$ cat src/rtl/seq_det_pkg.sv
// seq_det_pkg: default constants and overlap mode encodings for prog_seq_detector
package seq_det_pkg;
  localparam int PAT_W_DEF = 5;
  localparam logic [4:0] PAT_RST_DEF = 5'b10101;
  localparam int CNT_W_DEF = 8;
  localparam logic MODE_NONOVL = 1'b0;
  localparam logic MODE_OVL = 1'b1;
endpackage

$ cat src/rtl/seq_det_match_cnt.sv
// seq_det_match_cnt: saturating match counter with registered saturation flag, clear wins over inc
module seq_det_match_cnt
  import seq_det_pkg::*;
#(
  parameter int W = CNT_W_DEF
) (
  input  logic         clk,
  input  logic         reset_n,
  input  logic         inc,
  input  logic         clr,
  output logic [W-1:0] cnt,
  output logic         sat
);
  logic [W-1:0] cnt_q, cnt_d;
  logic sat_q, sat_d;
  always_comb begin
    cnt_d = clr ? '0 : (inc && !sat_q) ? cnt_q + W'(1) : cnt_q;
    sat_d = &cnt_d;
  end
  always_ff @(posedge clk) begin
    if (!reset_n) begin
      cnt_q <= '0;
      sat_q <= 1'b0;
    end else begin
      cnt_q <= cnt_d;
      sat_q <= sat_d;
    end
  end
  assign cnt = cnt_q;
  assign sat = sat_q;
endmodule

$ cat src/rtl/prog_seq_detector.sv
// prog_seq_detector: programmable serial pattern detector, match counter present only with SEQ_DET_CNT_EN
module prog_seq_detector
  import seq_det_pkg::*;
#(
  parameter int PAT_W = PAT_W_DEF,
  parameter logic [PAT_W-1:0] PAT_RST = PAT_W'(PAT_RST_DEF),
  parameter int CNT_W = CNT_W_DEF
) (
  input  logic             clk,
  input  logic             reset_n,
  input  logic             d_in,
  input  logic             d_valid,
  input  logic             overlap_en,
  input  logic             pat_load,
  input  logic [PAT_W-1:0] pat_in,
  input  logic             cnt_clr,
  output logic             q_out,
  output logic [CNT_W-1:0] match_cnt,
  output logic             cnt_sat
);
  localparam int FW = $clog2(PAT_W);
  logic [PAT_W-1:0] pat_q, pat_d, win;
  logic [PAT_W-2:0] hist_q, hist_d;
  logic [FW-1:0] fill_q, fill_d;
  logic samp, full;
  assign samp = d_valid & ~pat_load;
  assign full = fill_q == FW'(PAT_W - 1);
  assign win = {hist_q, d_in};
  assign q_out = samp & reset_n & full & (win == pat_q);
  always_comb begin
    pat_d = pat_load ? pat_in : pat_q;
    hist_d = samp ? win[PAT_W-2:0] : hist_q;
    fill_d = pat_load ? '0 :
             !samp ? fill_q :
             (q_out && overlap_en == MODE_NONOVL) ? '0 :
             full ? fill_q : fill_q + FW'(1);
  end
  always_ff @(posedge clk) begin
    if (!reset_n) begin
      pat_q <= PAT_RST;
      hist_q <= '0;
      fill_q <= '0;
    end else begin
      pat_q <= pat_d;
      hist_q <= hist_d;
      fill_q <= fill_d;
    end
  end
`ifdef SEQ_DET_CNT_EN
  seq_det_match_cnt #(.W(CNT_W)) u_cnt (
    .clk(clk),
    .reset_n(reset_n),
    .inc(q_out),
    .clr(cnt_clr),
    .cnt(match_cnt),
    .sat(cnt_sat)
  );
`else
  logic unused_cnt_clr;
  assign unused_cnt_clr = cnt_clr;
  assign match_cnt = '0;
  assign cnt_sat = 1'b0;
`endif
endmodule

$ cat config.mk
export PLATFORM = sky130hd
export DESIGN_NAME = prog_seq_detector
export DESIGN_NICKNAME = d
export VERILOG_FILES = /design/src/rtl/seq_det_pkg.sv /design/src/rtl/seq_det_match_cnt.sv /design/src/rtl/prog_seq_detector.sv
export SDC_FILE = /design/constraint.sdc
export NUM_CORES = 1
export LEC_CHECK = 0
export CAP_MARGIN = 20
export CORE_MARGIN = 4
export CORE_UTILIZATION = 47
export CTS_CLUSTER_SIZE = 28
export DETAILED_ROUTE_END_ITERATION = 6
export PLACE_DENSITY = 0.82
export SYNTH_ARGS = -nofsm -noshare
export SYNTH_HDL_FRONTEND = slang
export SYNTH_SLANG_ARGS = --single-unit
$ cat constraint.sdc
create_clock -name clk -period 3.6 [get_ports clk]
set_clock_uncertainty 0.05 [all_clocks]
set_input_delay 1.08 -clock clk [delete_from_list [all_inputs] [get_ports clk]]
set_output_delay 1.08 -clock clk [all_outputs]
set_load 0.01 [all_outputs]
Word level (Yosys, flattened, before mapping)
Index checks and enable logic that the tools add are counted.
{"block": "totals", "register_bits": 12, "in_bits": 12, "output_inout_bits": 10}
{"block": "classes", "add_sub_neg": 1, "n_eq_ne": 3, "mux": 2, "bitwise_logic": 7, "reduce_logical": 3}
{"op": "$mux 3", "n": 2}
{"op": "$eq 5x5->1", "n": 1}
{"op": "$and 1x1->1", "n": 4}
{"op": "$add 3x1->3 const B", "n": 1}
{"op": "$eq 3x3->1 const B", "n": 1}
{"op": "$not 1->1", "n": 3}
{"op": "$ne 2x1->1 const B", "n": 1}
{"op": "$reduce_and 2->1", "n": 1}
{"op": "$reduce_or 2->1", "n": 1}
{"op": "$logic_and 1x1->1", "n": 1}

Depth between registers and ports, before layout
Gate-level depths: netlist of the first run.
{"block": "logic_depth", "ltp_word": 8, "depth_mapped": 6}

Worst setup path after synthesis of the first run
No wires, ideal clock.
{"block": "synth_timing", "path_kind": "input -> output", "startpoint": "input port pat_load", "endpoint": "output port q_out", "t_arrival_ps": 1834, "t_required_ps": 2470, "setup_slack_ps": 636, "stages": 4, "path_cell_list": "buf_6 > and4b_1 > and4_1 > and3_1"}
{"block": "synth_between", "elab_chain_len": 5}
{"element": "from (decl)", "line": "prog_seq_detector.sv:14", "rtl": "input logic pat_load,"}
{"element": "$not 1->1", "line": "prog_seq_detector.sv:26", "rtl": "assign samp = d_valid & ~pat_load;"}
{"element": "$and 1x1->1", "line": "prog_seq_detector.sv:26"}
{"element": "$and 1x1->1 (3 in series)", "line": "prog_seq_detector.sv:29", "rtl": "assign q_out = samp & reset_n & full & (win == pat_q);"}
{"element": "to (decl)", "line": "prog_seq_detector.sv:17", "rtl": "output logic q_out,"}
No other way between the ends.

Worst setup path after layout of the first run
Same ends and word-level chain as after synthesis.

==> reports/results.txt, run 1 <==
status: finished, final reports clean
ANT cells: 0
Antenna Nets Post-Route: 0
wire per inst: 10.5 µm
final worst-path cycle share: 97.2%
initial antenna violation count: 0
Resize count post-CTS: 1
Hold Path Cell Cnt: 2
Post-CTS Hold Fix Bufs: 0
count of final hold-check violations: 0
crit-path leading delay family: buffers and inverters
critical path, cell by cell: clkdlybuf4s50_1, and4b_1, and4_1, and3_1, dlygate4sd2_1
Crit Path Class: input pin to output pin
Compound-Gate Fraction of Synth Area: 11.2%
die area: 2100 µm²
1st-pass router iterations: 4
RSZ-0062 raised after global routing: false
largest family of logic cells by synthesized area: simple AND/OR/NAND/NOR gates
routed wire length: 1.12 mm
via count: 507
postcts setup bufs: 0
FF-to-FF Start: fill_q[0]
CP max FO: 2
share of layout cells above drive strength 1: 7.61%
worst vdd ir: 0.170 mV
core region area: 1320 µm²
routability cong.: 0.741
critical path launch point type: input pin
Residual DRC: 0
Synth Area in Simple Gates: 21.0%
vias in the first global route: 460
Fillers: 127
post-synthesis mux area share: 7.43%
Worst Hold Class: flip-flop to flip-flop
Fmax: 286 MHz
pwr/cell area: 325 nW/µm²
largest net degree at the start of global routing: 11
Crit path required time: 2.47 ns
GRT Overall Usage: 12.9%
Tmin final: 3.50 ns
first-pass GRT wire length: 1.97 mm
num rows: 13
utilization after layout: 60.5%
total power: 0.000259 W
Gate Count Post-Synth: 78
Syn Area/Cell: 8.63 µm²
placed wire-length estimate: 915 µm
area grow syn2layout: 18.4%
Port-buffer cells: 11
clk_lat worst skew: 0.26 ns
hold slack: 0.439 ns
post-synthesis register bit count: 12
r2r endpoint: fill_q[0]
Hold EP: hist_q[3]
CP bufs+invs: 2
Starting Density: 51.1%
register area share after synthesis: 35.7%
Maximum Capacitance Violations: 0
Finish-stage setup viols: 0
Area after DPL: 776 µm²
Die X: 45.8 µm
max-slew violations: 0
via/cell ratio: 4.74
Remaining Overflow, GRT: 0
clock buffer count from CTS: 3
Netlist cell types: 25
FF-to-FF setup slack: 2.07 ns
Syn. warnings: 0
Pleak: 0.343 nW
CTS Buffer Depth: 2
final instance area: 797 µm²
Async SR Flop Fraction: 0%
CTS Sinks: 12
critical path's largest stage delay: 0.42 ns
commonest non-fill, non-tap cell in the layout: nand2_1
Synth Area in Adders: 3.72%
# IOs: 22
Clock Tree Root: clkbuf_4
min-delay src: hist_q[3]
H-tree depth: 1
Critical Path AT: 2.37 ns
Post-Synth XOR/XNOR Area: 6.51%
most frequent cells in the layout: nand2_1, dfxtp_1, clkdlybuf4s50_1
die height: 45.8 µm
post-layout net count: 108
cell depth of the worst flop-to-flop path: 6
initial DRC count: 7
Synth Flop Type: dfxtp_1
Worst-path clk slew: 0.07 ns
Syn Std Cell Area: 673 µm²
slowest CP cell: clkdlybuf4s50_1
endpoint type of the worst setup path: output pin
EDFF count, synth: 0
CTS tree: built
[registers in the layout (all words and copies together) (netlist names)]
signal / cells
pat_q: 5
hist_q: 4
fill_q: 3
[worst max-delay path by stage]
stage	startpoint	to	slack (ns)	depth (start not counted)
2_1_floorplan	pat_load	q_out	0.64	4
3_3_place_gp	pat_load	q_out	-0.18	5
3_5_place_dp	pat_load	q_out	-0.17	5
4_1_cts	pat_load	q_out	0.09	5
5_1_grt	reset_n	q_out	0.03	5
6_report	pat_load	q_out	0.1	5
[where the power goes]
group | switching [W] | total (W) | internal, W
clock network | 0.0000385 | 0.0000771 | 0.0000386
logic | 0.0000181 | 0.0000399 | 0.0000219
registers | 0.00000386 | 0.000142 | 0.000138
[final cells by class]
cell class	count	area [µm²]	share of cell area, %
flip-flops and latches	12	240	30.1
well taps	15	18.8	2.35
repair buffers	15	139	17.4
multi-input cells	60	369	46.3
clock buffers	3	22.5	2.83
inverters	2	7.51	0.942
[cell usage after synthesis, drive strengths merged, types with 3 or more instances]
master,number,area [µm²]
nand2,13,48.8
dfxtp,12,240
buf,10,78.8
mux2i,5,50.1
nor2,5,18.8
a21boi,4,30.0
nor2b,3,18.8
o21ai,3,15.0
xnor2,3,26.3
[logic make-up after synthesis]
logic type,count (synthesis)
flops,12
buf+inv,14
other cells,1
simple gates,28
mux,5
xor+xnor,5
compound gates,11
fa+ha+maj,2
[routing by layer]
metal	global-route usage, %	wire length (µm)	vias up	share of wire [%]
met3	4.35	96	2	8.5
met5	0	0	-	0
met1	16.0	511	221	45
met4	6.82	10	0	0.89
met2	19.5	505	14	45
li1	-	-	270	-
[metrics by stage]
step | worst slack [ns] | cells | setup TNS [ns]
6_report | 0.0993 | 107 | 0
5_1_grt | 0.0281 | 107 | 0
4_1_cts | 0.0944 | 107 | 0
3_5_place_dp | -0.174 | 104 | -0.174
3_3_place_gp | -0.177 | 104 | -0.177
2_1_floorplan | 0.636 | 86 | 0
[worst min-delay path, cell delays in order (launching register included)]
cell	delay [ns]
dfxtp_1	0.32
nand2_1	0.05
a21boi_0	0.06
Power figures use the tool's default switching activity.
==> run 2: changes to the inputs <==
Settings changed: CORE_MARGIN 4 to unset, TNS_END_PERCENT set to 100.
==> reports/results.txt, run 2 (synthesized netlist as in run 1, its figures left out) <==
clock buffer count from CTS: 3
routed wire length: 1.11 mm
Maximum Capacitance Violations: 0
Worst-path clk slew: 0.07 ns
CP startpoint: pat_load
most frequent cells in the layout: nand2_1, dfxtp_1, clkdlybuf4s50_1
Die X: 39.8 µm
vias in the first global route: 446
pwr/cell area: 353 nW/µm²
share of layout cells above drive strength 1: 8.60%
Starting Density: 51.1%
clk_lat worst skew: 0.27 ns
most flop-heavy register: pat_q
Hold EP: hist_q[3]
CTS Sinks: 12
wire per inst: 10.3 µm
FF-to-FF setup slack: 2.06 ns
area grow syn2layout: 20.6%
# IOs: 22
Crit path required time: 2.47 ns
GRT Overall Usage: 16.8%
final worst-path cycle share: 96.2%
Clock Tree Root: clkbuf_4
first-pass GRT wire length: 1.73 mm
count of final hold-check violations: 0
Antenna Nets Post-Route: 0
Largest register FFs: 5
largest net degree at the start of global routing: 11
slack of the critical path: 0.138 ns
ANT cells: 0
critical path launch point type: input pin
commonest non-fill, non-tap cell in the layout: nand2_1
core region area: 1320 µm²
cell depth of the worst flop-to-flop path: 6
H-tree depth: 1
Critical Path AT: 2.33 ns
Hold Path Cell Cnt: 2
placed wire-length estimate: 899 µm
routability cong.: 0.705
CTS tree: built
status: finished, final reports clean
num rows: 13
worst vdd ir: 0.184 mV
initial DRC count: 7
Worst Hold Class: flip-flop to flip-flop
die area: 1590 µm²
Finish-stage setup viols: 0
Residual DRC: 0
via count: 530
via/cell ratio: 4.91
1st-pass router iterations: 4
die height: 39.8 µm
initial antenna violation count: 0
largest registers: pat_q (5), hist_q (4), fill_q (3)
Port-buffer cells: 11
endpoint type of the worst setup path: output pin
max-slew violations: 0
Tmin final: 3.46 ns
utilization after layout: 61.6%
RSZ-0062 raised after global routing: false
Fmax: 289 MHz
r2r endpoint: fill_q[1]
min-delay src: hist_q[3]
postcts setup bufs: 0
Post-CTS Hold Fix Bufs: 0
setup TNS: 0 ns
CTS Buffer Depth: 2
FF-to-FF Start: fill_q[0]
worst slack at placement: -0.166 ns
Pleak: 0.346 nW
CP max FO: 2
total power: 0.000286 W
post-layout net count: 108
Crit Path Class: input pin to output pin
Remaining Overflow, GRT: 0
-- run 2: metal layers --
metal	track usage, %	vias up	share of wire, %	routed length, µm
met5	0	-	0	0
met4	10.3	0	0.63	7
met3	1.70	2	3.3	37
met2	29.9	11	50	556
met1	18.8	243	46	513
li1	-	274	-	-
-- run 2: worst max-delay path by stage --
stage	to	slack (ns)
floorplan	q_out	0.64
global placement	q_out	-0.17
detailed placement	q_out	-0.17
CTS	q_out	0.10
global route	q_out	0.02
finish	q_out	0.14
-- run 2: worst max-delay path: stages --
cell and delay (ns):
clkdlybuf4s50_1 0.42, and4b_1 0.27, and4_1 0.19, and3_1 0.15, clkdlybuf4s15_1 0.23
-- run 2: timing repair --
item	CTS	global route
gates resized for setup	1	1
endpoints found under the hold margin	0	0
setup endpoints to repair	1	1
-- run 2: layout make-up --
class                      count  area, µm²
multi-input combinational     60        369
inverter                       2       7.51
tap                           15       18.8
sequential                    12        240
timing repair buffer          15        140
fill                         126        505
clock buffer                   4       36.3
-- run 2: through the flow --
stage	cells	hold WS, ns	area [µm²]
after global routing	108	0.470	812
after floorplan	86	0.406	703
after global placement	104	0.416	776
final	108	0.434	812
after CTS	108	0.439	811
after detailed placement	104	0.429	776
-- run 2: power breakdown --
group | leakage [nW] | internal, W | switching [W]
Sequential | 0.0981 | 0.000138 | 0.00000387
Clock | 0.0210 | 0.0000614 | 0.0000434
Combinational | 0.227 | 0.0000219 | 0.0000181
Total | 0.346 | 0.000221 | 0.0000654
==> run 3: changes to the inputs <==
Settings changed: CAP_MARGIN 20 to unset, CTS_CLUSTER_DIAMETER set to 100, PLACE_DENSITY 0.82 to 0.84.
==> reports/results.txt, run 3 (synthesized netlist as in run 1, its figures left out) <==
core region area: 1320 µm²
commonest non-fill, non-tap cell in the layout: nand2_1
Tmin final: 3.54 ns
H-tree depth: 1
Worst-path clk slew: 0.07 ns
Fillers: 121
setup TNS: 0 ns
GRT Overall Usage: 19.2%
Fmax: 283 MHz
initial DRC count: 7
post-layout net count: 107
largest registers: pat_q (5), hist_q (4), fill_q (3)
most flop-heavy register: pat_q
critical path launch point type: input pin
RSZ-0062 raised after global routing: false
CTS Sinks: 12
routed wire length: 1.08 mm
area grow syn2layout: 19.3%
Antenna Nets Post-Route: 0
Crit path required time: 2.47 ns
Largest register FFs: 5
wire per inst: 10.1 µm
routability cong.: 0.767
die height: 39.8 µm
pwr/cell area: 355 nW/µm²
CP bufs+invs: 2
Critical Path AT: 2.41 ns
Finish-stage setup viols: 0
status: finished, final reports clean
endpoint type of the worst setup path: output pin
Die X: 39.8 µm
Port-buffer cells: 11
CTS Buffer Depth: 2
via/cell ratio: 4.86
die area: 1590 µm²
num rows: 13
postcts setup bufs: 0
most frequent cells in the layout: nand2_1, dfxtp_1, clkdlybuf4s50_1
critical path, cell by cell: clkdlybuf4s50_1, and4b_1, and4_1, and3_1, dlygate4sd2_1
critical path's largest stage delay: 0.48 ns
worst vdd ir: 0.179 mV
Residual DRC: 0
final instance area: 803 µm²
initial antenna violation count: 0
total power: 0.000285 W
Remaining Overflow, GRT: 0
slowest CP cell: clkdlybuf4s50_1
Crit Path Class: input pin to output pin
Worst Hold Class: flip-flop to flip-flop
ANT cells: 0
Starting Density: 51.1%
count of final hold-check violations: 0
Clock Tree Root: clkbuf_4
# IOs: 22
clock buffer count from CTS: 3
clk_lat worst skew: 0.26 ns
Maximum Capacitance Violations: 0
Area after DPL: 768 µm²
share of layout cells above drive strength 1: 7.61%
placed wire-length estimate: 851 µm
CP max FO: 2
max-slew violations: 0
first-pass GRT wire length: 2.05 mm
vias in the first global route: 512
CTS tree: built
Pleak: 0.345 nW
via count: 520
final worst-path cycle share: 98.3%
crit-path leading delay family: buffers and inverters
largest net degree at the start of global routing: 11
1st-pass router iterations: 2
## run 3: repair_timing
item | CTS | global route
hold buffers | 0 | 0
resized for setup | 1 | 0
setup endpoints to repair | 1 | 0
## run 3: layout make-up
class	instances	area (µm²)	area share, %
well taps	15	18.8	2.34
clock buffers	4	36.3	4.52
inverters	2	7.51	0.935
repair buffers	14	131	16.4
multi-input cells	60	369	46.0
flip-flops and latches	12	240	29.9
## run 3: worst paths after layout
| kind | startpoint | to | slack [ns] | depth (start not counted) |
|---|---|---|---|---|
| worst max-delay path | reset_n | q_out | 0.06 | 5 |
| worst min-delay path | hist_q[3] | hist_q[3] | 0.44 | 2 |
| worst min register to register | hist_q[3] | hist_q[3] | 0.44 | 2 |
| worst max register to register | fill_q[0] | fill_q[0] | 2.03 | 6 |
## run 3: worst min-delay path, cell delays in order (launching register included)
cell      delay (ns)
dfxtp_1         0.32
nand2_1         0.05
a21boi_0        0.07
## run 3: power by group
part | leakage, nW | internal [W] | switching (W) | total (W)
clock network | 0.0210 | 0.0000614 | 0.0000431 | 0.000104
logic | 0.226 | 0.0000212 | 0.0000180 | 0.0000392
registers | 0.0981 | 0.000138 | 0.00000401 | 0.000142
total | 0.345 | 0.000220 | 0.0000651 | 0.000285
## run 3: routing by layer
layer,up-vias,routed length (µm),track usage [%],share of wire (%)
met2,11,501,31.1,46
met3,2,32,3.98,3.0
met4,0,7,7.76,0.65
met1,241,540,24.4,50
met5,-,0,0,0
li1,266,-,-,-
## run 3: per-stage QoR
| step | hold WS [ns] | utilization (%) | instances | setup slack [ns] |
|---|---|---|---|---|
| after CTS | 0.443 | 61.0 | 107 | 0.0659 |
| after floorplan | 0.406 | - | 86 | 0.636 |
| after global routing | 0.469 | 61.0 | 107 | 0.0196 |
| after global placement | 0.412 | 58.3 | 103 | -0.191 |
| after detailed placement | 0.432 | 58.3 | 103 | -0.194 |
| final | 0.441 | 61.0 | 107 | 0.0627 |
==> RTL edit (settings of run 3) <==
`CNT_W_DEF`: 8 -> 12.
--- a/src/rtl/seq_det_pkg.sv
+++ b/src/rtl/seq_det_pkg.sv
@@ -2,7 +2,7 @@
 package seq_det_pkg;
   localparam int PAT_W_DEF = 5;
   localparam logic [4:0] PAT_RST_DEF = 5'b10101;
-  localparam int CNT_W_DEF = 8;
+  localparam int CNT_W_DEF = 12;
   localparam logic MODE_NONOVL = 1'b0;
   localparam logic MODE_OVL = 1'b1;
 endpackage
Interface: changed (resized match_cnt); port bits go from 22 to 26. The function was not compared with the original's and may differ.
==> RTL edit against run 3 <==
  * Critical endpoint unchanged
  * Fmax grew 0.23%
  * Final cell count rose by 3.7%
  * Wire length rose by 8.1%
  * Register-to-register slack better by 0.03 ns
  * Sequential cell count unchanged
  * Power rose by 2.7%
  * Cell area rose by 1.9%
  * First-iteration DRC count grew 57%
  * Area after synthesis rose by 4.5%
  * Core utilization shrank 0.36 points
  * Worst setup slack better by 0.0080 ns
==> RTL edit: results (changes against run 3) <==
stage	metric	value	unit	change
hold_path	worstHoldPathCells	2		unchanged
layout	num-fill-cells	132		was 121
placed_design	post-place-ws	-0.188	ns	was -0.194 ns
yosys	synth.distinct_cells	25		unchanged
worst_setup_path	r2r_end	fill_q[1]$_SDFFE_PP0P_		was fill_q[0]$_SDFFE_PP0P_
hold_path	min_from	fill_q[1]$_SDFFE_PP0P_		was hist_q[3]$_SDFFE_PN0N_
power_and_ir_drop	pwr_density_cell	358	nW/um^2	was 355 nW/um^2
power_and_ir_drop	leakagePower	0.358	nW	was 0.345 nW
clocking	insertion_delay	0.28	ns	was 0.26 ns
detailed_routing	drt_iter0_markers	11		was 7
worst_setup_path	slowest_stage	clkdlybuf4s50_1		unchanged
yosys	yosys_warnings	0		unchanged
layout	final_layout_size_suffix_gt1_share	7.29	%	was 7.61%
yosys	syn_inst	82		was 78
yosys	ys_async_sr_fraction	0	%	unchanged
clocking	htreeDepth	1		unchanged
clocking	cts_buffers	3		unchanged
placed_design	hpwlAfterDp	917	um	was 851 um
clocking	post_cts_buffers	0		unchanged
placed_design	gp_congestion	0.769		was 0.767
clocking	clock-root-buffer	clkbuf_4		unchanged
placed_design	numPortBuffers	11		unchanged
worst_setup_path	critPathArrivalTime	2.40	ns	
grt	grt_pass1_vias	478		was 512
yosys	synth_edf_count	0		unchanged
worst_setup_path	max_stage_delay	0.43	ns	was 0.48 ns
hold_path	min_to	fill_q[1]$_SDFFE_PP0P_		was hist_q[3]$_SDFFE_PN0N_
worst_setup_path	rr_worst_depth	6		unchanged
yosys	synthFlopType	dfxtp_1		unchanged
clocking	clock_path_buffers	2		unchanged
clocking	clk_pin_slew_worst_paths	0.08	ns	
layout	n_antenna_cell	0		unchanged
worst_setup_path	critPathTopFamily	buffers and inverters		unchanged
worst_setup_path	ff2ff_setup_slack	2.06	ns	was 2.03 ns
grt	grt_usage	19.1	%	was 19.2%
yosys	synthTopCellsByCount	buf_4, nand2_1, dfxtp_1		was nand2_1, dfxtp_1, buf_4
outcome	status	complete, no violations		unchanged
grt	antenna_found_initial	0		unchanged
sta	hold_ws	0.437	ns	was 0.441 ns
detailed_routing	vias_per_cell	4.87		was 4.86
power_and_ir_drop	ir_drop	218	uV	was 179 uV
hold_path	worst_hold_path_type	reg -> reg		unchanged
detailed_routing	wl_per_cell	10.5	um	was 10.1 um
yosys	synthTopCellsByArea	dfxtp_1, buf_4, mux2i_1		unchanged
worst_setup_path	cp_max_fo	2		unchanged
power_and_ir_drop	p_int	0.221	mW	was 0.220 mW
grt	grt_pass1_wl	2000	um	was 2050 um
yosys	seq_area_frac_synth	34.2	%	was 35.7%
detailed_routing	dr.pass1.iters	4		was 2
placed_design	place_inst	107		was 103
placed_design	post_dp_cell_area	783	sq um	was 768 sq um
layout	reg_top3	pat_q x5, hist_q x4, fill_q x3		unchanged
detailed_routing	totalWireLength	1170	um	was 1080 um
grt	grt_max_degree	11		unchanged
==> RTL edit: layout make-up <==
| type | instances | share of cell area, % |
|---|---|---|
| clock buffer | 4 | 4.43 |
| inverter | 2 | 0.917 |
| timing repair buffer | 14 | 16.1 |
| tap | 15 | 2.29 |
| multi-input combinational | 64 | 46.9 |
| sequential | 12 | 29.4 |
==> RTL edit: cell families after synthesis <==
group                    synth area share [%]
other                                   0.533
flip-flops                               34.2
AO/OA/AOI/OAI                            10.7
buffers and inverters                    17.6
AND/OR/NAND/NOR                          20.1
adder cells (fa/ha/maj)                  3.56
multiplexers                             7.12
XOR/XNOR                                 6.23
==> RTL edit: power by group through the flow <==
stage / clock, mW / sequential, mW / combinational, mW
finish: 0.110 / 0.142 / 0.0413
global route: 0.119 / 0.143 / 0.0466
CTS: 0.112 / 0.142 / 0.0412
detailed placement: 0 / 0.145 / 0.0411
global placement: 0 / 0.145 / 0.0402
floorplan: 0 / 0.144 / 0.0362
==> RTL edit: worst reg2reg max path, cell delays in order (launching register included) <==
cell	delay, ns
dfxtp_1	0.41
inv_1	0.06
ha_1	0.22
and4b_1	0.22
and4_1	0.16
and4b_1	0.24
o21ai_1	0.13
==> RTL edit: repair_timing <==
action                     in CTS  in global routing
resized for setup               1                  0
hold endpoints to repair        0                  0
setup endpoints to repair       1                  0
==> RTL edit: worst max path at each step <==
stage | from | endpoint | slack, ns
floorplan | pat_load | q_out | 0.64
global placement | pat_load | q_out | -0.19
detailed placement | pat_load | q_out | -0.19
CTS | pat_load | q_out | 0.06
global route | pat_load | q_out | 0.01
finish | pat_load | q_out | 0.07
==> RTL edit: per-layer routing <==
metal  GRT usage (%)  share of wire, %  up-vias
li1                -                 -      273
met1            23.8                44      246
met2            30.2                49       20
met3            4.89               5.5        2
met4            10.0              0.86        0
met5               0                 0        -
